**src/rtl/wb_port_arbiter.sv**
```systemverilog
// wb_port_arbiter
// Shares the single register-file write port between the writeback stage and
// a long-latency unit (mult/div, uncached load return). The writeback stage
// normally wins. LLU results wait in a small FIFO. If the FIFO head goes
// ungranted for too long, a starvation counter forces a one-cycle pipeline
// stall so that the head can drain. All register-file outputs are registered.
module wb_port_arbiter #(
   parameter int DEPTH        = 4,
   parameter int STARVE_LIMIT = 3,
   parameter int CNT_W        = 3
) (
   input  logic                     clk,
   input  logic                     reset,
   input  logic                     wb_regwrite,
   input  logic [4:0]               wb_rd,
   input  logic [31:0]              wb_data,
   input  logic                     llu_valid,
   output logic                     llu_ready,
   input  logic [4:0]               llu_rd,
   input  logic [31:0]              llu_data,
   output logic                     pipe_stall,
   output logic                     rf_we,
   output logic [4:0]               rf_waddr,
   output logic [31:0]              rf_wdata,
   output logic [$clog2(DEPTH):0]   fifo_count
);

   localparam int AW = $clog2(DEPTH);
   localparam int CW = AW + 1;
   localparam int EW = 37;           // {rd[4:0], data[31:0]}

   typedef enum logic {
      NORMAL = 1'b0,
      FORCE  = 1'b1
   } state_t;

   state_t            state_reg, state_next;
   logic [CNT_W-1:0]  starve_reg, starve_next;
   logic [AW-1:0]     wr_ptr_reg, rd_ptr_reg;
   logic [CW-1:0]     count_reg;
   logic [EW-1:0]     mem [DEPTH];

   logic              rf_we_reg;
   logic [4:0]        rf_waddr_reg;
   logic [31:0]       rf_wdata_reg;

   logic              full, empty, push, pop, grant_pipe, pipe_req;
   logic              head_write;
   logic [EW-1:0]     head;
   logic [4:0]        head_rd;
   logic [31:0]       head_data;

   // Occupancy-only flow control: a full FIFO never accepts, even on a pop.
   assign full       = (count_reg == CW'(DEPTH));
   assign empty      = (count_reg == '0);
   assign llu_ready  = !full;
   assign push       = llu_valid && !full;

   // Writes to $0 are not real requests and never reach the write port.
   assign pipe_req   = wb_regwrite && (wb_rd != 5'd0);

   assign head       = mem[rd_ptr_reg];
   assign head_rd    = head[36:32];
   assign head_data  = head[31:0];
   // A popped rd=0 entry is consumed but produces no write.
   assign head_write = pop && (head_rd != 5'd0);

   assign pipe_stall = (state_reg == FORCE);
   assign fifo_count = count_reg;
   assign rf_we      = rf_we_reg;
   assign rf_waddr   = rf_waddr_reg;
   assign rf_wdata   = rf_wdata_reg;

   // Grant selection, starvation tracking and next-state decision.
   always_comb begin
      state_next  = NORMAL;
      starve_next = starve_reg;
      grant_pipe  = 1'b0;
      pop         = 1'b0;
      case (state_reg)
         FORCE: begin
            // Pipeline is held; the head always owns this slot. The empty
            // guard only protects against an unreachable case.
            pop         = !empty;
            starve_next = '0;
            state_next  = NORMAL;
         end
         default: begin
            if (pipe_req) begin
               grant_pipe = 1'b1;
            end else if (!empty) begin
               pop = 1'b1;
            end
            if (empty || pop) begin
               starve_next = '0;
            end else if (starve_reg == CNT_W'(STARVE_LIMIT - 1)) begin
               starve_next = '0;
               state_next  = FORCE;
            end else begin
               starve_next = starve_reg + CNT_W'(1);
            end
         end
      endcase
   end

   // FSM and starvation counter registers.
   always_ff @(posedge clk) begin
      if (reset) begin
         state_reg  <= NORMAL;
         starve_reg <= '0;
      end else begin
         state_reg  <= state_next;
         starve_reg <= starve_next;
      end
   end

   // FIFO storage; contents need no reset because occupancy gates every read.
   always_ff @(posedge clk) begin
      if (push) begin
         mem[wr_ptr_reg] <= {llu_rd, llu_data};
      end
   end

   // FIFO pointers and occupancy; pointers wrap naturally at DEPTH (power of 2).
   always_ff @(posedge clk) begin
      if (reset) begin
         wr_ptr_reg <= '0;
         rd_ptr_reg <= '0;
         count_reg  <= '0;
      end else begin
         if (push) begin
            wr_ptr_reg <= wr_ptr_reg + AW'(1);
         end
         if (pop) begin
            rd_ptr_reg <= rd_ptr_reg + AW'(1);
         end
         case ({push, pop})
            2'b10:   count_reg <= count_reg + CW'(1);
            2'b01:   count_reg <= count_reg - CW'(1);
            default: count_reg <= count_reg;
         endcase
      end
   end

   // Registered write port; address/data hold when nothing is written.
   always_ff @(posedge clk) begin
      if (reset) begin
         rf_we_reg    <= 1'b0;
         rf_waddr_reg <= '0;
         rf_wdata_reg <= '0;
      end else begin
         rf_we_reg <= grant_pipe || head_write;
         if (grant_pipe) begin
            rf_waddr_reg <= wb_rd;
            rf_wdata_reg <= wb_data;
         end else if (head_write) begin
            rf_waddr_reg <= head_rd;
            rf_wdata_reg <= head_data;
         end
      end
   end

endmodule

```
**config.mk**
```make
export PLATFORM = sky130hd
export DESIGN_NAME = wb_port_arbiter
export DESIGN_NICKNAME = d
export VERILOG_FILES = /design/src/rtl/wb_port_arbiter.sv
export SDC_FILE = /design/constraint.sdc
export NUM_CORES = 1
export LEC_CHECK = 0
export CAP_MARGIN = 20
export CORE_ASPECT_RATIO = 2
export CORE_UTILIZATION = 53
export DETAILED_ROUTE_END_ITERATION = 10
export PLACE_DENSITY = 0.81
export SYNTH_ARGS = -nofsm -noshare
export SYNTH_HDL_FRONTEND = slang
export SYNTH_SLANG_ARGS = --single-unit
```
**constraint.sdc**
```tcl
create_clock -name clk -period 3.2 [get_ports clk]
set_input_delay 0.32 -clock clk [delete_from_list [all_inputs] [get_ports clk]]
set_output_delay 0.32 -clock clk [all_outputs]
set_load 0.005 [all_outputs]
```
==> impl_metrics.env, run 1 <==
export IMPL_status="completed"
export IMPL_synthTopCellsByArea="edfxtp_1 57%, dfxtp_1 13%, mux4_2 11%, nor4_2 4.8%, nor2_1 3.9%"
export IMPL_startpoint_type="primary input"
export IMPL_cts_root_buf="clkbuf_16"
export IMPL_numCtsBuffers=17
export IMPL_min_to="starve_reg[0]"
export IMPL_track_usage=0.238
export IMPL_drt_pass1_iter_count=5
export IMPL_drv_cap=0
export IMPL_pin_count=121
export IMPL_drc_errors=0
export IMPL_syn2layout_area_growth_pct=26.3
export IMPL_cts_tree="yes"
export IMPL_gr_total_overflow=0
export IMPL_hold_viol=0
export IMPL_num_rows=62
export IMPL_grt_setup_unrepaired="no"
export IMPL_syn_num_nets=559
export IMPL_yosysWarnings=0
export IMPL_fin_crit_ns=2.68
export IMPL_synth_cell_types=37
export IMPL_path_clk_slew_ns=0.08
export IMPL_clkLatencyLatePin_ns=0.43
export IMPL_crit_arrival_ns=3.04
export IMPL_die_area_mm2=0.0152
export IMPL_routed_wl_mm=17.0
export IMPL_hp_class="reg -> reg"
export IMPL_power_mw=7.43
export IMPL_p_leak_nw=3.26
export IMPL_grt_antenna_before_repair=2
export IMPL_required_ns=3.56
export IMPL_crit_path_cell_trace="clkdlybuf4s50_1 > or4_1 > o21a_1 > nor2_1 > ha_1 > inv_1 > fa_1 > xor2_1 > or3_1 > a21oi_1"
export IMPL_vdd_drop_max_v=0.000528
export IMPL_hold_slack_ns=0.451
export IMPL_clock_fmax_mhz=373
export IMPL_port_buffers=120
export IMPL_vias_per_cell=5.76
export IMPL_initial_core_util=0.541
export IMPL_yosys_area_top_type="edfxtp_1"
export IMPL_syn_inst=473
export IMPL_slew_limit_headroom=0.420
export IMPL_finalWorstSetupSlack_ns=0.522
export IMPL_crit_path_end_kind="flop"
export IMPL_cpMaxStageDelayCell="or4_1"
export IMPL_netlist_area_mm2=0.00777
export IMPL_post_cts_setup_buffers=0
export IMPL_synth_top_area_frac=0.572
export IMPL_drive_gt1_frac=0.212
export IMPL_ys_seq_area_frac=0.704
export IMPL_synth_flop_cell="edfxtp_1"
export IMPL_reg2reg_depth=6
export IMPL_vias=4679
export IMPL_cts_sinks=199
export IMPL_r2r_slack_ns=0.73
export IMPL_cts_buffer_depth=2
export IMPL_power_density_mw_per_mm2=757
export IMPL_place_ws_ns=0.102
export IMPL_synth_enable_flop_cells=148
export IMPL_htreeDepth=4
export IMPL_worstHoldStart="starve_reg[0]"
export IMPL_crit_path_max_incr_delay_ns=0.62
export IMPL_cts_resized=0
export IMPL_setup_viol=0
export IMPL_nNetsFinal=692
export IMPL_tightestPinTransition_ns=0.870
export IMPL_die_x_um=87.6
export IMPL_wl_per_cell_um=21.0
export IMPL_synth_commonest_cells="148 x edfxtp_1, 80 x nor2_1, 51 x dfxtp_1, 37 x a21oi_1, 37 x mux4_2"
export IMPL_first_global_vias=4911
export IMPL_grt_max_degree=36
export IMPL_core_mm2=0.0144
export IMPL_rr_endpoint="rf_wdata[13]"
export IMPL_synth_most_common_cell="edfxtp_1"
export IMPL_gp_congestion=0.857
export IMPL_finalCritPeriodShare=0.837
export IMPL_largest_register_ffs=148
export IMPL_hpwlAfterDp_mm=11.3
export IMPL_finalClockSkew_ns=0.0140
export IMPL_report_final_slew_viol_count=0
export IMPL_die_y_um=173
export IMPL_async_flop_share=0
export IMPL_worstSetupStartpoint="wb_rd[0]"
export IMPL_whs_path_depth=1
export IMPL_cts_hold_buf=0
export IMPL_ys_ff_latch=199
export IMPL_crit_type="in -> reg"
export IMPL_finalSetupTns_ns=0
export IMPL_dr_first_iter_drc_count=333
export IMPL_avgSynthCellArea_um2=16.4
export IMPL_ant_nets=0
export IMPL_grt_pass1_wl_mm=25.9
export IMPL_worstPathMaxFanout=2
export IMPL_fill_cells=957
## cells in the final DEF, fill, tap and decap left out, drive strengths merged
cell type	count
a2111oi	1
a21oi	37
a221oi	3
a22oi	2
a311oi	2
and2	1
and3	4
buf	22
clkbuf	18
clkdlybuf4s50	119
clkinv	4
clkinvlp	3
dfxtp	51
diode	2
edfxtp	148
fa	1
ha	7
inv	14
mux2i	1
mux4	37
nand2	4
nand2b	1
nand3	4
nor2	80
nor2b	1
nor3	5
nor4	34
o211ai	1
o21a	1
o21ai	3
or2	1
or3	3
or4	1
xnor2	2
xor2	3
## worst max-delay path by stage
stage,end,slack (ns)
2_1_floorplan,fifo_count[2],0.70
3_3_place_gp,fifo_count[2],0.20
3_5_place_dp,fifo_count[2],0.10
4_1_cts,fifo_count[2],0.56
5_1_grt,fifo_count[2],0.35
6_report,fifo_count[2],0.52
## power by group
part	internal [mW]	switching (mW)	leakage, nW	total, mW
Combinational	1.05	1.01	1.21	2.06
Clock	1.03	0.977	0.268	2.01
Sequential	3.16	0.203	1.78	3.36
Total	5.24	2.19	3.26	7.43
## worst max-delay path: cells and delay by family
family                     cells  cell delay (ns)
AOI/OAI and AO/OA              2             0.37
xor gates and xnor gates       1             0.16
adders and majority gates      2             0.59
buffers and inverters          2             0.48
and+or+nand+nor                3             1.11
## layer usage
metal / up-vias / track usage / share of wire
met3: 32 / 0.0406 / 0.045
li1: 2095 / - / -
met4: 0 / 0.128 / 0.031
met1: 2365 / 0.265 / 0.35
met5: - / 0 / 0
met2: 187 / 0.423 / 0.57
## metrics by stage
stage,instance area (um2),cells,utilization
floorplan,7770,473,-
global placement,9240,779,0.644
global route,9810,813,0.684
finish,9810,813,0.684
CTS,9800,811,0.683
detailed placement,9240,779,0.644
## logic make-up after synthesis
kind of cell / count (synthesis) / synth area share
fa+ha+maj: 8 / 0.0139
buf+inv: 34 / 0.0205
mux: 38 / 0.109
compound gates: 50 / 0.0387
simple gates: 139 / 0.109
xor+xnor: 5 / 0.00564
flops: 199 / 0.704
## cell type report
cell class | count | area [um2] | area share
Sequential cell | 199 | 5470 | 0.557
Antenna cell | 2 | 5.00 | 0.000510
Multi-Input combinational cell | 240 | 2150 | 0.220
Clock buffer | 18 | 429 | 0.0438
Timing Repair Buffer | 141 | 1350 | 0.138
Clock inverter | 14 | 133 | 0.0135
Inverter | 7 | 26.3 | 0.00268
Tap cell | 192 | 240 | 0.0245
(Power assumes the default switching activity.)
==> run 2, diff against run 1 <==
==> constraint.sdc (replaced) <==
create_clock -name clk -period 2.7 [get_ports clk]
set_input_delay 0.27 -clock clk [delete_from_list [all_inputs] [get_ports clk]]
set_output_delay 0.27 -clock clk [all_outputs]
set_load 0.005 [all_outputs]
==> run 2 against run 1 <==
Sequential share of layout area shrank 0.71 points. Routed wire length shrank 2.6%. Sequential power grew 18%. Utilization grew 0.88 points. Register-to-register slack lost 0.48 ns. Critical path type unchanged. First-iteration DRC count grew 11%. Clock skew shrank 0.0036 ns. Clock power grew 30%. Setup slack lost 0.37 ns. Final area grew 1.3%. Non-clock buffer count grew 3.
==> impl_metrics.env, run 2 (same netlist as run 1, synthesis figures left out) <==
export IMPL_status="completed"
export IMPL_post_cts_setup_buffers=0
export IMPL_drc_errors=0
export IMPL_min_to="rf_wdata[16]"
export IMPL_worstHoldStart="wb_data[16]"
export IMPL_seqPwrFrac=0.437
export IMPL_power_density_mw_per_mm2=914
export IMPL_required_ns=3.06
export IMPL_power_mw=9.08
export IMPL_die_y_um=173
export IMPL_core_mm2=0.0144
export IMPL_grt_antenna_before_repair=1
export IMPL_worstPathMaxFanout=2
export IMPL_sw_frac_of_total=0.284
export IMPL_drv_cap=0
export IMPL_finish_instance_area_mm2=0.00994
export IMPL_path_clk_slew_ns=0.07
export IMPL_die_x_um=87.6
export IMPL_track_usage=0.237
export IMPL_hpwlAfterDp_mm=11.2
export IMPL_multi_input_area_mm2=0.00215
export IMPL_slew_limit_headroom=0.444
export IMPL_drt_pass1_iter_count=4
export IMPL_port_buffers=120
export IMPL_nNetsFinal=695
export IMPL_p_comb_frac=0.274
export IMPL_fin_crit_ns=2.54
export IMPL_finalClockSkew_ns=0.0103
export IMPL_placed_area_mm2=0.00932
export IMPL_num_rows=62
export IMPL_whs_path_depth=3
export IMPL_drive_gt1_frac=0.215
export IMPL_vdd_drop_max_v=0.000612
export IMPL_finalCritPeriodShare=0.942
export IMPL_wl_per_cell_um=20.4
export IMPL_hold_slack_ns=0.433
export IMPL_fin_util=0.692
export IMPL_gr_usage_met1=0.269
export IMPL_clkLatencyLatePin_ns=0.44
export IMPL_crit_arrival_ns=2.90
export IMPL_use_met3=0.0406
export IMPL_cts_resized=0
export IMPL_grt_max_degree=35
export IMPL_report_final_slew_viol_count=0
export IMPL_p_leak_nw=3.32
export IMPL_cts_hold_buf=0
export IMPL_finalSetupTns_ns=0
export IMPL_vias=4672
export IMPL_grt_setup_unrepaired="no"
export IMPL_vias_per_cell=5.73
export IMPL_gr_total_overflow=0
export IMPL_dr_first_iter_drc_count=370
export IMPL_hp_class="in -> reg"
export IMPL_crit_path_end_kind="flop"
export IMPL_register_area_mm2=0.00547
export IMPL_cts_buffer_depth=2
export IMPL_grt_pass1_wl_mm=26.2
export IMPL_ant_nets=0
export IMPL_hold_viol=0
export IMPL_setup_viol=0
export IMPL_use_met2=0.419
export IMPL_rr_endpoint="rf_wdata[26]"
export IMPL_layout_common_cells="148 x edfxtp_1, 119 x clkdlybuf4s50_1, 80 x nor2_1"
export IMPL_crit_type="in -> reg"
export IMPL_cts_root_buf="clkbuf_16"
export IMPL_p_sw_mw=2.58
export IMPL_cts_sinks=199
export IMPL_tightestPinTransition_ns=0.834
export IMPL_htreeDepth=4
export IMPL_numCtsBuffers=17
export IMPL_syn2layout_area_growth_pct=27.9
export IMPL_routed_wl_mm=16.6
export IMPL_largest_register_ffs=148
export IMPL_first_global_vias=5084
export IMPL_intPower_mw=6.50
export IMPL_initial_core_util=0.541
export IMPL_r2r_slack_ns=0.25
export IMPL_pin_count=121
export IMPL_clock_fmax_mhz=393
export IMPL_reg2reg_depth=6
export IMPL_startpoint_type="primary input"
export IMPL_die_area_mm2=0.0152
export IMPL_clkPwrFrac=0.289
export IMPL_grt_busiest_layer="met2"
export IMPL_cts_tree="yes"
export IMPL_fill_cells=911
export IMPL_layout_commonest_cell="edfxtp_1"
export IMPL_gp_congestion=0.842
==> run 2: cell types whose count changed in the layout (fill, tap and decap cells not counted) <==
cell,previous run,this run
inv_4,0,1
bufinv_16,0,3
inv_8,4,1
clkinvlp_4,3,1
buf_12,0,4
inv_6,3,4
buf_4,21,20
diode_2,2,1
==> run 2: critical path, stage by stage <==
cell             delay, ns
clkdlybuf4s50_1       0.43
or4_1                 0.59
o21a_1                0.21
nor2_1                0.15
ha_1                  0.20
inv_1                 0.06
fa_1                  0.38
xor2_1                0.16
or3_1                 0.31
a21oi_1               0.14
==> run 2: metal layers <==
layer  vias to the layer above  wire length [um]
li1                       2098                 -
met1                      2368              5900
met2                       168              9400
met3                        38               691
met4                         0               604
met5                         -                 0
==> run 2: final cells by class <==
cell class	instances	area share
inverters	7	0.00264
flip-flops and latches	199	0.550
multi-input cells	240	0.217
clock buffers	18	0.0432
well taps	192	0.0242
repair buffers	144	0.144
clock inverters	14	0.0190
diodes	1	0.000252
==> run 2: worst max path at each step <==
| stage | slack [ns] | endpoint | depth (start not counted) | start |
|---|---|---|---|---|
| 4_1_cts | 0.16 | fifo_count[2] | 10 | wb_rd[0] |
| 2_1_floorplan | 0.25 | fifo_count[2] | 9 | wb_rd[0] |
| 3_5_place_dp | -0.29 | fifo_count[2] | 10 | wb_rd[0] |
| 5_1_grt | 0.07 | fifo_count[2] | 10 | wb_rd[0] |
| 3_3_place_gp | -0.18 | fifo_count[2] | 10 | wb_rd[0] |
| 6_report | 0.16 | fifo_count[2] | 10 | wb_rd[0] |
==> run 2: metrics by stage <==
stage / std cells / worst slack, ns
finish: 815 / 0.156
global route: 815 / 0.0745
global placement: 782 / -0.177
detailed placement: 782 / -0.294
floorplan: 473 / 0.250
CTS: 814 / 0.160
==> run 2: power by group through the flow <==
stage,combinational [mW],sequential (mW),clock [mW]
final,2.49,3.97,2.62
after global placement,2.42,4.01,0
after CTS,2.50,3.97,2.66
after floorplan,1.58,3.96,0
after global routing,2.68,4.01,2.77
after detailed placement,2.49,4.04,0
